## src/rtl/pipeline_skid_buffer.sv

```systemverilog
// Two-entry pipeline skid buffer: a main register drives out_data and a skid
// register catches the word accepted while downstream stalls. in_ready comes
// only from registered state, so out_ready has no combinational path to it.
// Optional feature: define SKID_FLUSH_EN to add a synchronous flush port that
// empties the buffer and overrides every other transition.

package skid_params_pkg;
    parameter int WORD_SIZE = 32;
endpackage

module pipeline_skid_buffer #(
    parameter int WORD_SIZE = skid_params_pkg::WORD_SIZE
) (
    input  logic                 clk,
    input  logic                 reset,
`ifdef SKID_FLUSH_EN
    input  logic                 flush,
`endif
    input  logic                 in_valid,
    input  logic [WORD_SIZE-1:0] in_data,
    output logic                 in_ready,
    output logic                 out_valid,
    output logic [WORD_SIZE-1:0] out_data,
    input  logic                 out_ready
);

    typedef enum logic [1:0] {
        EMPTY = 2'd0,
        BUSY  = 2'd1,
        FULL  = 2'd2
    } state_t;

    state_t               state_q, state_d;
    logic [WORD_SIZE-1:0] main_q, main_d;
    logic [WORD_SIZE-1:0] skid_q, skid_d;
    logic                 accept, issue;

    // Handshake decode; in_ready is held low for the whole reset assertion.
    assign in_ready  = (state_q != FULL) && !reset;
    assign out_valid = (state_q != EMPTY);
    assign out_data  = main_q;
    assign accept    = in_valid && in_ready;
    assign issue     = out_valid && out_ready;

    // Next-state and data-path selection; registers hold unless a move is due.
    always_comb begin
        state_d = state_q;
        main_d  = main_q;
        skid_d  = skid_q;
        case (state_q)
            EMPTY: begin
                if (accept) begin
                    state_d = BUSY;
                    main_d  = in_data;
                end
            end
            BUSY: begin
                if (accept && issue) begin
                    main_d = in_data;
                end else if (accept) begin
                    state_d = FULL;
                    skid_d  = in_data;
                end else if (issue) begin
                    state_d = EMPTY;
                end
            end
            FULL: begin
                // in_ready is low here, so in_data is never looked at.
                if (issue) begin
                    state_d = BUSY;
                    main_d  = skid_q;
                end
            end
            default: begin
                state_d = EMPTY;
            end
        endcase
`ifdef SKID_FLUSH_EN
        // Flush drops everything in flight but leaves data registers as-is,
        // so out_data keeps showing the last main word while empty.
        if (flush) begin
            state_d = EMPTY;
            main_d  = main_q;
            skid_d  = skid_q;
        end
`endif
    end

    // State and data registers with asynchronous clear.
    always_ff @(posedge clk or posedge reset) begin
        if (reset) begin
            state_q <= EMPTY;
            main_q  <= '0;
            skid_q  <= '0;
        end else begin
            state_q <= state_d;
            main_q  <= main_d;
            skid_q  <= skid_d;
        end
    end

endmodule
```

## config.mk

```make
export PLATFORM = sky130hd
export DESIGN_NAME = pipeline_skid_buffer
export DESIGN_NICKNAME = d
export VERILOG_FILES = /design/src/rtl/pipeline_skid_buffer.sv
export SDC_FILE = /design/constraint.sdc
export NUM_CORES = 1
export LEC_CHECK = 0
export CAP_MARGIN = 20
export CORE_ASPECT_RATIO = 1.25
export CORE_UTILIZATION = 53
export DETAILED_ROUTE_END_ITERATION = 7
export PLACE_DENSITY = 0.83
export SYNTH_ARGS = -nofsm -noshare
export SYNTH_HDL_FRONTEND = slang
export SYNTH_SLANG_ARGS = --single-unit
```

## constraint.sdc

```tcl
create_clock -name clk -period 3.4 [get_ports clk]
set_input_delay 0.34 -clock clk [delete_from_list [all_inputs] [get_ports clk]]
set_output_delay 0.34 -clock clk [all_outputs]
set_load 0.02 [all_outputs]
```

# == Word level (Yosys, flattened, before mapping) ==
# Cells that the tools add are included.
# classes
n_eq_ne,8
muxes,10
bitwise_logic,1
reduce_logical,11
# op_table
cell,count
two-way mux 32 bit,3
case mux 32 bit (3 select lines),1
two-way mux 2 bit,5
inequality test 2 bit (second input constant),5
AND reduction 4 bit,2
case mux 2 bit (3 select lines),1
logical AND 1 bit,4
inequality test 3 bit (second input constant),1
AND reduction 3 bit,1
nonzero test 3 bit,1
equality test 2 x 1 -> 1 bit (second input constant),1
equality test 2 bit (second input constant),1
logical NOT 2 bit,1
nonzero test 2 bit,1
logical NOT 1 bit,1
inverter 1 bit,1
# totals
regBits,66
out_inout_bits,34
elab_cells,33

# == Logic depth before layout (Yosys ltp) ==
# Gate-level depths: netlist of run 1.
# depth
depth_word,6
depth_mapped,6

# == Least setup slack after synthesis of run 1 ==
# OpenSTA, ideal clock, no wires.
# synth_path
kind,reg2reg
start,register state_q[1]
end,"register main_q[10], in the netlist out_data[10]"
setup_time_ns,0.119
t_arrival_ns,1.490
required_ns,3.281
slack_ns,1.791
path_stages_with_launch,7
synth_period_minus_slack_ns,1.609
cell_sequence,dfrtp_1 > buf_6 > or3b_1 > buf_6 > buf_6 > o32a_1 > o21a_1
# synth_via
elab_chain_cells,6
# synth_rtl
element,line_no,source
from (decl),33,"state_t state_q, state_d;"
from (signal assigned),96,state_q <= state_d;
inequality test 2 bit,39,assign in_ready = (state_q != FULL) && !reset;
logical AND 1 bit,39,
logical AND 1 bit,42,assign accept = in_valid && in_ready;
logical AND 1 bit,58,if (accept && issue) begin
inequality test 2 bit (no source line),--,
AND reduction 4 bit (no source line),--,
to (signal assigned),97,main_q <= main_d;
to (decl),34,"logic [WORD_SIZE-1:0] main_q, main_d;"
# Parallel ways exist; a longest one is shown, timed or not.
# A chain may end at the register's enable or synchronous reset.

# == Worst setup path after layout of run 1 ==
# layout_path
start,register state_q[1]
end,"register main_q[14], in the netlist out_data[14]"
# Same word-level chain as after synthesis.

==> metrics.csv, run 1 <==
metric,value,unit
p_per_area,712.8,nW/µm²
port_buffers,69,
fin_hold_ws,0.3357,ns
synth_area_leaders,"dfrtp_1, mux2_2, o32a_1, o21a_1, buf_6",
grt_pass1_wl,9.735,mm
critical_path_class,reg2reg,
grt_max_degree,35,
switching_share,28.39,%
synthMuxAreaShare,13.10,%
cts_sinks,66,
fp-row-count,29,
power_frac_comb,28.5,%
peakVddDrop,0.4769,mV
ant_nets,0,
finalNonFillerCells,331,
tns,0,ns
syn_area_per_cell,14.49,µm²
antenna_found_initial,0,
ys_seq_area_share,58.43,%
synth.distinct_cells,21,
final_common_cell,clkdlybuf4s50_1,
yosysWarnings,0,
worstPathMaxFanout,34,
clk_latency,0.34,ns
clk_pin_slew,0.07,ns
gp_congestion,0.7459,
hpwl,3.828,mm
fin_crit,2.040,ns
wl,5.910,mm
finalHoldViolCount,0,
io-pin-count,70,
htreeDepth,3,
multiInputGateArea,1039,µm²
slew_headroom,70.03,%
grt_use_total,23.57,%
num-fill-cells,374,
tightest_slew,0.4496,ns
register_area,1652,µm²
post-route-period-util,59.99,%
synth_nets,231,
first_global_vias,2032,
rsz0062_at_grt,no,
start_util,55.25,%
synth_top_area_share,58.43,%
cts_setup_buffers,0,
p_leak,1.484,nW
startpoint_type,register,
core_area,5116,µm²
arrival,2.32,ns
drtIter0Drc,118,
synth_compound_area_share,21.38,%
syn_area,2826,µm²
cts_tree,yes,
clkPwrFrac,27.0,%
cts_buffers,9,
grt.overflow.total,0,
max_cap_violations,0,
clockBufferDepth,2,
seqPwrFrac,44.5,%
mostFrequentLayoutCells,"clkdlybuf4s50_1, dfrtp_1, o32a_1, o21a_1, mux2_2",
die_x,67.32,µm
area_growth,32.36,%
utilization,73.12,%
wl_per_cell,17.85,µm
p_switching,0.7572,mW
timing.reg2reg.setup_slack,1.36,ns
first_pass_iters,4,
synthCells,195,
final_layout_size_suffix_gt1_share,21.56,%
vias,1933,
drc,0,
fin_skew,0.005826,ns
end_kind,register,
synth_top_family_by_area,compound AO/OA/AOI/OAI gates,
setup_violations,0,
nets,300,
cp_data_required_time,3.68,ns
viasPerCell,5.840,
status,finished clean,
slew_viol_final,0,
yosysTopAreaCell,dfrtp_1,
die_y,83.65,µm
synthAdderAreaFrac,0,%
cts_resized,0,
synth-seq-cells,66,
p_int,1.909,mW
antennaDiodeCount,0,
min_path_type,in2async,
synth-xor-area-share,0,%
dp_cells,315,
synthSimpleGateAreaFrac,1.992,%
die_area,5631,µm²
fmaxAchievable,490.3,MHz
cts_hold_buf,0,
cts-root-buf,clkbuf_8,
[critical path, stage by stage, from the launching register on]
cell and delay, ns:
dfrtp_1 0.47, or3b_1 0.40, buf_4 0.26, o21ai_4 0.35, buf_4 0.33, o21a_1 0.15
[cells by family (layout without fill, tap and decap cells)]
kind of cell | count (synthesis) | in the layout
AOI/OAI and AO/OA | 69 | 69
muxes | 33 | 33
buffers and inverters | 21 | 95
DFF | 66 | 66
and+or+nand+nor | 6 | 6
[power groups by stage]
stage	clock network (mW)	logic [mW]	registers, mW
2_1_floorplan	0	0.333	1.29
3_3_place_gp	0	0.747	1.19
6_report	0.720	0.759	1.19
4_1_cts	0.729	0.769	1.19
3_5_place_dp	0	0.766	1.20
5_1_grt	0.765	0.812	1.22
[cell type report]
type	instances	share of cell area, %
Multi-Input combinational cell	108	27.76
Clock inverter	5	2.074
Tap cell	62	2.074
Sequential cell	66	44.15
Clock buffer	11	3.779
Timing Repair Buffer	76	19.87
Inverter	3	0.3010
[through the flow]
stage	cell area [µm²]	power [mW]	setup WS (ns)
floorplan	2826	1.625	1.405
global placement	3522	1.934	1.093
detailed placement	3522	1.967	1.059
CTS	3741	2.687	1.361
global route	3741	2.795	1.229
finish	3741	2.667	1.360
[final timing paths]
path,from,end,depth (start not counted)
min in group clk,out_data[12]$_DFFE_PP0P_,out_data[12]$_DFFE_PP0P_,1
worst max register to register,state_q[1]$_DFFE_PP0P_,out_data[14]$_DFFE_PP0P_,5
worst max-delay path,state_q[1]$_DFFE_PP0P_,out_data[14]$_DFFE_PP0P_,5
worst min register to register,out_data[12]$_DFFE_PP0P_,out_data[12]$_DFFE_PP0P_,1
max in group asynchronous,reset,skid_q[24]$_DFFE_PP0P_,3
worst min-delay path,reset,out_data[4]$_DFFE_PP0P_,2
[flip-flops by register name (all words and copies together), names as in the netlist]
register	cells
skid_q	32
state_q	2
out_data	32
[cells in the mapped netlist (all sizes together)]
cell    count
dfrtp      66
mux2       32
o21a       32
o32a       32
buf        12
clkbuf      6
inv         3
a21boi      1
a21oi       1
a31o        1
mux2i       1
nand2b      1
nand3b      1
nor2b       1
nor4        1
o21ai       1
o22ai       1
or2         1
or3b        1
[metal layers]
layer  up-vias  global-route usage (%)  part of all wire (%)
li1        892                       -                     -
met1       979                   30.76                    44
met2        48                   36.09                    50
met3        14                   6.148                   3.9
met4         0                   11.03                   2.4
met5         -                       0                     0
Note: power is estimated with default switching activity, not from simulation.
==> run 2: changes to the inputs <==
--- a/config.mk
+++ b/config.mk
@@ -7,9 +7,9 @@
 export LEC_CHECK = 0
 export CAP_MARGIN = 20
 export CORE_ASPECT_RATIO = 1.25
-export CORE_UTILIZATION = 53
+export CORE_UTILIZATION = 49
 export DETAILED_ROUTE_END_ITERATION = 7
-export PLACE_DENSITY = 0.83
+export PLACE_DENSITY = 0.78
 export SYNTH_ARGS = -nofsm -noshare
 export SYNTH_HDL_FRONTEND = slang
 export SYNTH_SLANG_ARGS = --single-unit
==> constraint.sdc (replaced) <==
create_clock -name clk -period 2 [get_ports clk]
set_input_delay 0.2 -clock clk [delete_from_list [all_inputs] [get_ports clk]]
set_output_delay 0.2 -clock clk [all_outputs]
set_load 0.02 [all_outputs]
==> run 2 against run 1 <==
- clock-buffer cell count fell by 1
- via count rose by 2.7%
- sequential power grew 69%
- largest cell class unchanged
==> metrics.csv, run 2 (synthesis results as in run 1) <==
metric,value,unit,change
port_buffers,69,,unchanged
arrival,1.70,ns,-0.62 ns
fin_area,3780,µm²,+1.0%
clockBufferDepth,2,,unchanged
cts_resized,0,,unchanged
fmaxAchievable,526.3,MHz,
grt_pass1_wl,10.06,mm,+3.3%
worstPathMaxFanout,8,,-76%
antennaDiodeCount,0,,unchanged
cts_sinks,66,,unchanged
die_area,6078,µm²,+7.9%
wl,6.147,mm,+4.0%
cts_setup_buffers,0,,unchanged
die_y,86.92,µm,+3.9%
cp_data_required_time,1.80,ns,-1.88 ns
drc,0,,unchanged
tightest_slew,0.3295,ns,-0.1202 ns
p_per_area,1158,nW/µm²,+63%
max_stage_delay,0.55,ns,+0.08 ns
ant_nets,0,,unchanged
max_cap_violations,0,,unchanged
crit_path_end,out_valid,,
htreeDepth,3,,unchanged
viasPerCell,5.858,,+0.32%
cts_hold_buf,0,,unchanged
cts_tree,yes,,
fin_crit,1.900,ns,
grt.overflow.total,0,,unchanged
p_leak,1.507,nW,+1.6%
num-fill-cells,430,,+15%
io-pin-count,70,,unchanged
fin_skew,0.005952,ns,+0.0001266 ns
clk_pin_slew,0.07,ns,about the same
area_growth,33.73,%,
grt_use_total,22.02,%,-1.6 points
cp-startpoint,state_q[1]$_DFFE_PP0P_,,
clk_latency,0.34,ns,about the same
nets,306,,+2.0%
rsz0062_at_grt,no,,
die_x,69.93,µm,+3.9%
critPathTopFamily,buffers and inverters,,
hpwl,3.954,mm,+3.3%
final_layout_size_suffix_gt1_share,23.27,%,+1.7 points
cp.depth,2,,-3
first_pass_iters,4,,unchanged
dpl_cell_area,3595,µm²,+2.1%
cpMaxStageDelayCell,clkdlybuf4s50_1,,
post-route-period-util,95.00,%,
antenna_found_initial,0,,unchanged
finalHoldViolCount,0,,unchanged
end_kind,output port,,
core_area,5480,µm²,+7.1%
start_util,51.58,%,-3.7 points
drtIter0Drc,95,,-19%
status,finished clean,,
slew_headroom,77.97,%,+7.9 points
vias,1986,,+2.7%
r2r_start,state_q[1]$_DFFE_PP0P_,,
wl_per_cell,18.13,µm,+1.6%
startpoint_type,register,,
grt_max_degree,49,,+40%
fp-row-count,30,,+3.4%
mostFrequentLayoutCells,"clkdlybuf4s50_1, dfrtp_1, o32a_1, o21a_1, mux2_2",,
cts-root-buf,clkbuf_8,,
path_buf_inv,1,,-1
layout_setup_ws,0.1001,ns,-1.260 ns
tns,0,ns,unchanged
cts_buffers,9,,unchanged
reg2reg_depth,4,,-1
slew_viol_final,0,,unchanged
timing.reg2reg.setup_slack,0.23,ns,-1.13 ns
critical_path_class,reg2out,,
final_common_cell,clkdlybuf4s50_1,,
rr_endpoint,out_data[10]$_DFFE_PP0P_,,
min_path_type,in2async,,
peakVddDrop,0.7272,mV,+52%
first_global_vias,2010,,-1.1%
setup_violations,0,,unchanged
gp_congestion,0.7350,,-1.5%
worstPathCellList,or2_2 -> clkdlybuf4s50_1,,
pre_cts_ws,0.06853,ns,-0.9900 ns
==> run 2: cell types whose count changed in the layout (fill, tap and decap cells not counted) <==
cell | before | now
buf_4 | 7 | 11
buf_12 | 0 | 2
clkinv_2 | 2 | 4
bufinv_16 | 2 | 1
clkbuf_8 | 10 | 9
==> run 2: per-stage QoR <==
stage          std cells  total power, mW  util (%)  hold slack [ns]
2_1_floorplan        195            2.762         -           0.3347
3_3_place_gp         323            3.312     65.59           0.4691
3_5_place_dp         323            3.355     65.59           0.4795
4_1_cts              339            4.431     68.97           0.3188
5_1_grt              339            4.608     68.97           0.3574
6_report             339            4.378     68.97           0.3304
==> run 2: worst min-delay path by stage <==
stage                             start                  endpoint  slack (ns)  depth (start not counted)
6_report                          reset    skid_q[21]$_DFFE_PP0P_        0.33                          3
5_1_grt                           reset  out_data[19]$_DFFE_PP0P_        0.36                          3
4_1_cts                           reset  out_data[20]$_DFFE_PP0P_        0.32                          3
3_5_place_dp   out_data[16]$_DFFE_PP0P_  out_data[16]$_DFFE_PP0P_        0.48                          1
3_3_place_gp      skid_q[5]$_DFFE_PP0P_     skid_q[5]$_DFFE_PP0P_        0.47                          1
2_1_floorplan                in_data[5]     skid_q[5]$_DFFE_PP0P_        0.33                          1
==> run 2: per-layer routing <==
layer / vias to the layer above / GRT usage (%) / share of wire [%]
met3: 10 / 4.630 / 4.1
met4: 0 / 11.27 / 2.1
met2: 55 / 33.57 / 48
met5: - / 0 / 0
met1: 1021 / 30.08 / 46
li1: 900 / - / -
==> run 2: power breakdown <==
part	internal, mW	total [mW]	leakage [nW]	switching, mW
clock network	0.567	1.05	0.0958	0.487
registers	1.77	2.01	0.766	0.236
logic	0.762	1.32	0.645	0.557
total	3.10	4.38	1.51	1.28
==> run 2: area by class of cell <==
class                   count  area [µm²]  area share, %
well taps                  64       80.08          2.119
repair buffers             82       813.3          21.52
flip-flops and latches     66        1652          43.69
clock buffers              10       127.6          3.376
inverters                   3       11.26         0.2979
clock inverters             6       57.56          1.523
multi-input cells         108        1039          27.47
==> run 2: worst register-to-register path, stage by stage (launching register included) <==
cell and delay (ns):
dfrtp_1 0.48, or3b_1 0.51, buf_4 0.24, o32a_1 0.32, o21a_1 0.11
